**config.mk**
```make
export PLATFORM = sky130hd
export DESIGN_NAME = mem_access_sched
export DESIGN_NICKNAME = d
export VERILOG_FILES = /design/src/rtl/mem_access_sched.sv
export SDC_FILE = /design/constraint.sdc
export NUM_CORES = 1
export LEC_CHECK = 0
export ABC_AREA = 1
export CAP_MARGIN = 20
export CORE_MARGIN = 3
export CORE_UTILIZATION = 46
export DETAILED_ROUTE_END_ITERATION = 7
export PLACE_DENSITY_LB_ADDON = 0.3
export SYNTH_ARGS = -nofsm -noshare
export SYNTH_HDL_FRONTEND = slang
export SYNTH_SLANG_ARGS = --single-unit
```
**constraint.sdc**
```tcl
create_clock -name clk -period 1.75 [get_ports clk]
set_clock_uncertainty 0.1 [all_clocks]
set_input_delay 0.2625 -clock clk [delete_from_list [all_inputs] [get_ports clk]]
set_output_delay 0.2625 -clock clk [all_outputs]
set_load 0.005 [all_outputs]
```
**src/rtl/mem_access_sched.sv**
```systemverilog
// mem_access_sched: sequences the shared MAR and memory port between fetch (f_) and data (d_) requesters.
// Optional macro MEM_SCHED_DATA_PRIORITY_EN selects fixed data-over-fetch priority instead of round-robin.
module mem_access_sched #(
    parameter int ADDR_W  = 5,
    parameter int DATA_W  = 8,
    parameter int MEM_LAT = 1
) (
    input  logic              clk,
    input  logic              rst,
    input  logic              f_req,
    input  logic [ADDR_W-1:0] f_addr,
    output logic              f_ack,
    input  logic              d_req,
    input  logic              d_we,
    input  logic [ADDR_W-1:0] d_addr,
    input  logic [DATA_W-1:0] d_wdata,
    output logic              d_ack,
    output logic [DATA_W-1:0] rdata,
    output logic              mar_we,
    output logic [ADDR_W-1:0] mar_in,
    output logic              mem_we,
    output logic [DATA_W-1:0] mem_wdata,
    input  logic [DATA_W-1:0] mem_rdata,
    output logic              busy
);

    typedef enum logic [1:0] {
        S_IDLE   = 2'd0,
        S_LOAD   = 2'd1,
        S_ACCESS = 2'd2,
        S_RESP   = 2'd3
    } state_t;

    state_t            state_q;
    logic              last_d_q;
    logic              own_d_q;
    logic              we_q;
    logic [2:0]        cnt_q;
    logic [DATA_W-1:0] wdata_q;

    logic              f_ack_q;
    logic              d_ack_q;
    logic [DATA_W-1:0] rdata_q;
    logic              mar_we_q;
    logic [ADDR_W-1:0] mar_in_q;
    logic              mem_we_q;
    logic [DATA_W-1:0] mem_wdata_q;
    logic              busy_q;

    logic              pick_data_s;

    // Arbitration winner among the requests present this cycle
    always_comb begin
        pick_data_s = 1'b0;
`ifdef MEM_SCHED_DATA_PRIORITY_EN
        pick_data_s = d_req;
`else
        if (d_req && f_req) begin
            pick_data_s = ~last_d_q;
        end else begin
            pick_data_s = d_req;
        end
`endif
    end

    // Access sequencer: IDLE -> LOAD -> ACCESS x MEM_LAT -> RESP, all outputs registered
    always_ff @(posedge clk or negedge rst) begin
        if (!rst) begin
            state_q     <= S_IDLE;
            last_d_q    <= 1'b0;
            own_d_q     <= 1'b0;
            we_q        <= 1'b0;
            cnt_q       <= 3'd0;
            wdata_q     <= '0;
            f_ack_q     <= 1'b0;
            d_ack_q     <= 1'b0;
            rdata_q     <= '0;
            mar_we_q    <= 1'b0;
            mar_in_q    <= '0;
            mem_we_q    <= 1'b0;
            mem_wdata_q <= '0;
            busy_q      <= 1'b0;
        end else begin
            f_ack_q  <= 1'b0;
            d_ack_q  <= 1'b0;
            mar_we_q <= 1'b0;
            mem_we_q <= 1'b0;
            case (state_q)
                S_IDLE: begin
                    if (f_req || d_req) begin
                        own_d_q  <= pick_data_s;
                        last_d_q <= pick_data_s;
                        we_q     <= pick_data_s & d_we;
                        wdata_q  <= d_wdata;
                        mar_in_q <= pick_data_s ? d_addr : f_addr;
                        mar_we_q <= 1'b1;
                        busy_q   <= 1'b1;
                        state_q  <= S_LOAD;
                    end else begin
                        busy_q   <= 1'b0;
                    end
                end
                S_LOAD: begin
                    cnt_q       <= 3'(MEM_LAT);
                    mem_we_q    <= we_q;
                    mem_wdata_q <= wdata_q;
                    state_q     <= S_ACCESS;
                end
                S_ACCESS: begin
                    cnt_q <= cnt_q - 3'd1;
                    if (cnt_q == 3'd1) begin
                        if (!we_q) begin
                            rdata_q <= mem_rdata;
                        end else begin
                            rdata_q <= rdata_q;
                        end
                        f_ack_q <= ~own_d_q;
                        d_ack_q <= own_d_q;
                        state_q <= S_RESP;
                    end else begin
                        state_q <= S_ACCESS;
                    end
                end
                S_RESP: begin
                    busy_q  <= 1'b0;
                    state_q <= S_IDLE;
                end
                default: begin
                    busy_q  <= 1'b0;
                    state_q <= S_IDLE;
                end
            endcase
        end
    end

    assign f_ack     = f_ack_q;
    assign d_ack     = d_ack_q;
    assign rdata     = rdata_q;
    assign mar_we    = mar_we_q;
    assign mar_in    = mar_in_q;
    assign mem_we    = mem_we_q;
    assign mem_wdata = mem_wdata_q;
    assign busy      = busy_q;

endmodule
```
* Word-level counts from Yosys, hierarchy flattened
Cells that the tools add are included.
** Storage, ports and cells
- Register bits after elaboration :: 41
- Bits in latches :: 0
- RAM bits :: 0
- ROM bits :: 0
- Bits of input ports :: 31
- Output and inout port bits :: 26
- Word-level logic and storage cells :: 43
- Memories kept :: 0
** Cells by class
- Add/sub/neg operators :: 1
- Multiply operators :: 0
- Divide/modulo/power cells :: 0
- $lt $le $gt $ge :: 0
- Equality and inequality tests :: 5
- Shift-type cells :: 0
- Mux-type cells :: 14
- Bitwise gates (word level) :: 3
- Reductions and logical operators :: 7
** Operators by type and width (count)
- 1-bit 2-to-1 mux :: 9
- 2-bit one-hot mux with 4 select lines :: 1
- 3-bit one-hot mux with 2 select lines :: 1
- 5-bit 2-to-1 mux :: 1
- 2-bit equality test, second input constant :: 2
- 2-bit nonzero test :: 2
- 3-bit by 1-bit equality test with 1-bit output, second input constant :: 1
- 3-bit AND reduction :: 1
- 3-bit by 1-bit subtractor with 3-bit output, second input constant :: 1
- 2-bit by 1-bit equality test with 1-bit output, second input constant :: 1
- 2-bit logical NOT :: 1
- 2-bit 2-to-1 mux :: 1
- 2-bit inequality test, second input constant :: 1
- 1-bit inverter :: 2
- 1-bit one-hot mux with 2 select lines :: 1
- 2-bit AND reduction :: 1
- 1-bit bitwise AND :: 1
- 1-bit logical AND :: 1
- 1-bit logical OR :: 1

* Logic depth before layout (Yosys ltp)
Gate-level depths: netlist of run 1.
- Depth after elaboration :: 3
- Gate-level depth with buffers :: 8
- Mapped depth without buffers :: 7

* Worst setup path after synthesis of run 1
OpenSTA, ideal clock, no wires.
- Path kind :: reg2reg
- From :: reg state_q[0]
- To :: reg mar_in_q[4] (netlist: mar_in[4])
- Setup time :: 117 ps
- Data arrival time :: 1237 ps
- Required time :: 1533 ps
- Setup slack :: 296 ps
- Cell stages (with the launch flop) :: 9
- Buffers on the path :: 1
- Clock period less this slack :: 1454 ps
- Path through :: dfrtp_1 -> inv_1 -> ha_1 -> inv_1 -> nor2_8 -> inv_4 -> buf_6 -> nand2_1 -> nand2_1
** On the way
- Cells in the longest elaborated chain, start to end :: 2
** RTL lines
- start, declared :: RTL line 34 : state_t state_q;
- start signal, assigned :: RTL line 69 : state_q <= S_IDLE;
- start signal, assigned :: RTL line 98 : state_q <= S_LOAD;
- start signal, assigned :: RTL line 107 : state_q <= S_ACCESS;
- 2-bit logical NOT :: RTL line 88 : case (state_q)
- 2-bit AND reduction (no line)
- end signal, assigned :: RTL line 95 : mar_in_q <= pick_data_s ? d_addr : f_addr;
- end, declared :: RTL line 45 : logic [ADDR_W-1:0] mar_in_q;
Every way passes these cells.
A chain may end at the register's enable or synchronous reset.

* Worst setup path after layout of run 1
Ends and elaborated chain as after synthesis.

==> reports/metrics.yaml, run 1 <==
outcome:
  status: "finished clean"
cts:
  cts_buffers: 5
  cts-root-buf: "clkbuf_8"
  numClockSinks: 41
  cts_hold_buf: 1
  h-tree-depth: 2
  cts_resized: 0
  tritoncts: "done"
  clk_latency_ns: 0.29
  path_clk_slew_ns: 0.08
  postCtsSetupBuffers: 0
  cts_buffer_depth: 2
timing:
  setup_tns_ns: 0
  post-route-min-period_ns: 1.54
  fin_crit_sh_pct: 88.2
  tightest_slew_ns: 0.443
  final-hold-violation-count: 0
  finalSetupViolations: 0
  finalWorstSetupSlack_ns: 0.207
  rsz0062_at_grt: "false"
  report.final.slew_viol_count: 0
  max_freq_mhz: 648
  slew_headroom_pct: 70.4
route:
  vias: 1373
  wirelength_um: 3350
  vias_per_cell: 4.53
  ant_nets: 0
  drt_first_pass_iters: 4
  drc: 0
  drt_iter0_drc: 79
  wire_per_inst_um: 11.0
finish:
  diodes: 0
  n_fill_cell: 306
  final_cell_mix: "62 x nand2_1, 55 x clkdlybuf4s50_1, 41 x dfrtp_1, 28 x inv_1, 13 x nand3_1"
  final_common_cell: "nand2_1"
  instances_no_fill: 303
  drive_gt1_share_pct: 10.2
  fin_nets: 292
  area_delta_synth_final_pct: 41.6
synthesis:
  syn_avg_cell_area_um2: 9.47
  synth_fp_nets: 227
  synth-seq-area-share_pct: 57.3
  yosysWarnings: 0
  yosysUniqueCellTypes: 17
  syn_area_mm2: 0.00179
  syn_inst: 189
  ys_ff_latch: 41
floorplan:
  die-height_um: 68.4
  rows: 22
  fp.dieArea_mm2: 0.00468
  coreArea_mm2: 0.00372
  ios: 57
  initial_core_util_pct: 48.2
  die_w_um: 68.4
worst_setup_path:
  cp_max_fo: 16
  critPathLaunchType: "flop"
  path_cells: "inv_1 > ha_1 > inv_1 > nor2_8 > inv_4 > nand2_1 > nand2_1"
  max_stage_delay_ns: 0.43
  critPathSlowestCell: "dfrtp_1"
  cp-end-kind: "flop"
  worstSetupPathType: "flop to flop"
  path_buf_inv: 3
  cp_top_family: "flip-flops"
  critPathArrivalTime_ns: 1.62
  crit_required_ns: 1.83
power_and_ir_drop:
  ir_drop_v: 0.000598
  p_leak_uw: 0.00129
  totalPowerFinal_uw: 4150
  cellPowerDensity_mw_per_mm2: 1640
placement:
  port-buffer-count: 56
  dpl.cell_count: 294
  preCtsSetupSlack_ns: 0.161
  routabilityCongestion: 0.789
  dp_hpwl_um: 2610
job:
  maxCapViolCount: 0
grt:
  grt_pass1_wl_um: 5660
  antenna_found_initial: 0
  grt_pass1_vias: 1290
  globalRouteTotalUtil_pct: 16.4
  grt_max_degree: 23
  grt-ovfl-total: 0
hold_path:
  hp-class: "input port to asynchronous set/reset pin"
-- Yosys cell counts --
cell type | count | area [µm²]
nand3_1 | 13 | 65.1
inv_4 | 1 | 6.26
buf_2 | 2 | 10.0
nand2_1 | 62 | 233
nor2_8 | 1 | 20.0
nand2_2 | 1 | 6.26
xor2_1 | 1 | 8.76
dfrtp_1 | 41 | 1030
nor2_1 | 7 | 26.3
a21oi_1 | 1 | 5.00
o21ai_0 | 12 | 60.1
nand3b_1 | 1 | 7.51
mux2_2 | 8 | 90.1
inv_1 | 28 | 105
buf_6 | 2 | 22.5
ha_1 | 7 | 87.6
nor2_4 | 1 | 11.3
-- where the power goes --
| part | total [µW] | switching (µW) | leakage [µW] | internal (µW) |
|---|---|---|---|---|
| clock network | 654 | 298 | 0.0000542 | 356 |
| registers | 1650 | 243 | 0.000509 | 1410 |
| logic | 1850 | 842 | 0.000731 | 1000 |
| total | 4150 | 1380 | 0.00129 | 2760 |
-- state kept, by name (all words and copies together) (netlist names) --
register,cells
wdata_q,8
mar_we,1
mem_we,1
rdata,8
f_ack,1
mem_wdata,8
d_ack,1
busy,1
mar_in,5
state_q,2
cnt_q,3
we_q,1
own_d_q,1
-- logic make-up (layout without fill, tap and decap cells) --
| family | after synthesis | in the layout | synth area share (%) |
|---|---|---|---|
| multiplexers | 8 | 8 | 5.03 |
| adder cells (fa/ha/maj) | 7 | 7 | 4.89 |
| buffers and inverters | 33 | 99 | 8.04 |
| AO/OA/AOI/OAI | 13 | 13 | 3.63 |
| XOR/XNOR | 1 | 1 | 0.489 |
| AND/OR/NAND/NOR | 86 | 86 | 20.6 |
| flip-flops | 41 | 41 | 57.3 |
-- through the flow --
stage	utilization, %	cell area [µm²]	hold slack [ns]
finish	68.2	2530	0.352
global route	68.2	2530	0.393
CTS	68.2	2530	0.353
detailed placement	65.2	2420	0.132
global placement	65.2	2420	0.137
floorplan	-	1790	-0.133
-- per-layer routing --
metal  GRT usage (%)  wire [µm]  up-vias
met4            6.70         68        0
met3            3.28        187        7
met1            20.7       1510      612
met5               0          0        -
met2            27.3       1580       43
li1                -          -      711
-- worst paths after layout --
path | cells after the start | endpoint | from | slack, ns
max | 7 | mar_in[4]$_DFFE_PN0P_ | state_q[0]$_DFFE_PN0P_ | 0.21
min | 2 | rdata[2]$_DFFE_PN0P_ | rst | 0.35
max reg2reg | 7 | mar_in[4]$_DFFE_PN0P_ | state_q[0]$_DFFE_PN0P_ | 0.21
min reg2reg | 2 | wdata_q[3]$_DFFE_PN0P_ | wdata_q[3]$_DFFE_PN0P_ | 0.37
max in group asynchronous | 3 | mar_in[4]$_DFFE_PN0P_ | rst | 0.74
min in group clk | 2 | wdata_q[3]$_DFFE_PN0P_ | wdata_q[3]$_DFFE_PN0P_ | 0.37
-- final cells by class --
type	instances	area (µm²)	share of cell area, %
clock buffers	7	96.3	3.80
clock inverters	1	5.00	0.197
inverters	29	111	4.39
multi-input cells	115	621	24.5
flip-flops and latches	41	1030	40.5
well taps	48	60.1	2.37
repair buffers	62	616	24.3
-- worst register-to-register path, stage by stage (launching register included) --
cell	delay [ns]
dfrtp_1	0.43
inv_1	0.12
ha_1	0.18
inv_1	0.09
nor2_8	0.24
inv_4	0.13
nand2_1	0.09
nand2_1	0.05
Power figures use the tool's default switching activity.
==> run 2: changes to the inputs <==
--- a/config.mk
+++ b/config.mk
@@ -6,7 +6,6 @@
 export NUM_CORES = 1
 export LEC_CHECK = 0
 export ABC_AREA = 1
-export CAP_MARGIN = 20
 export CORE_MARGIN = 3
 export CORE_UTILIZATION = 46
 export DETAILED_ROUTE_END_ITERATION = 7
==> results of run 2 <==
No change in the layout: final DEF, timing and power equal those of run 1.
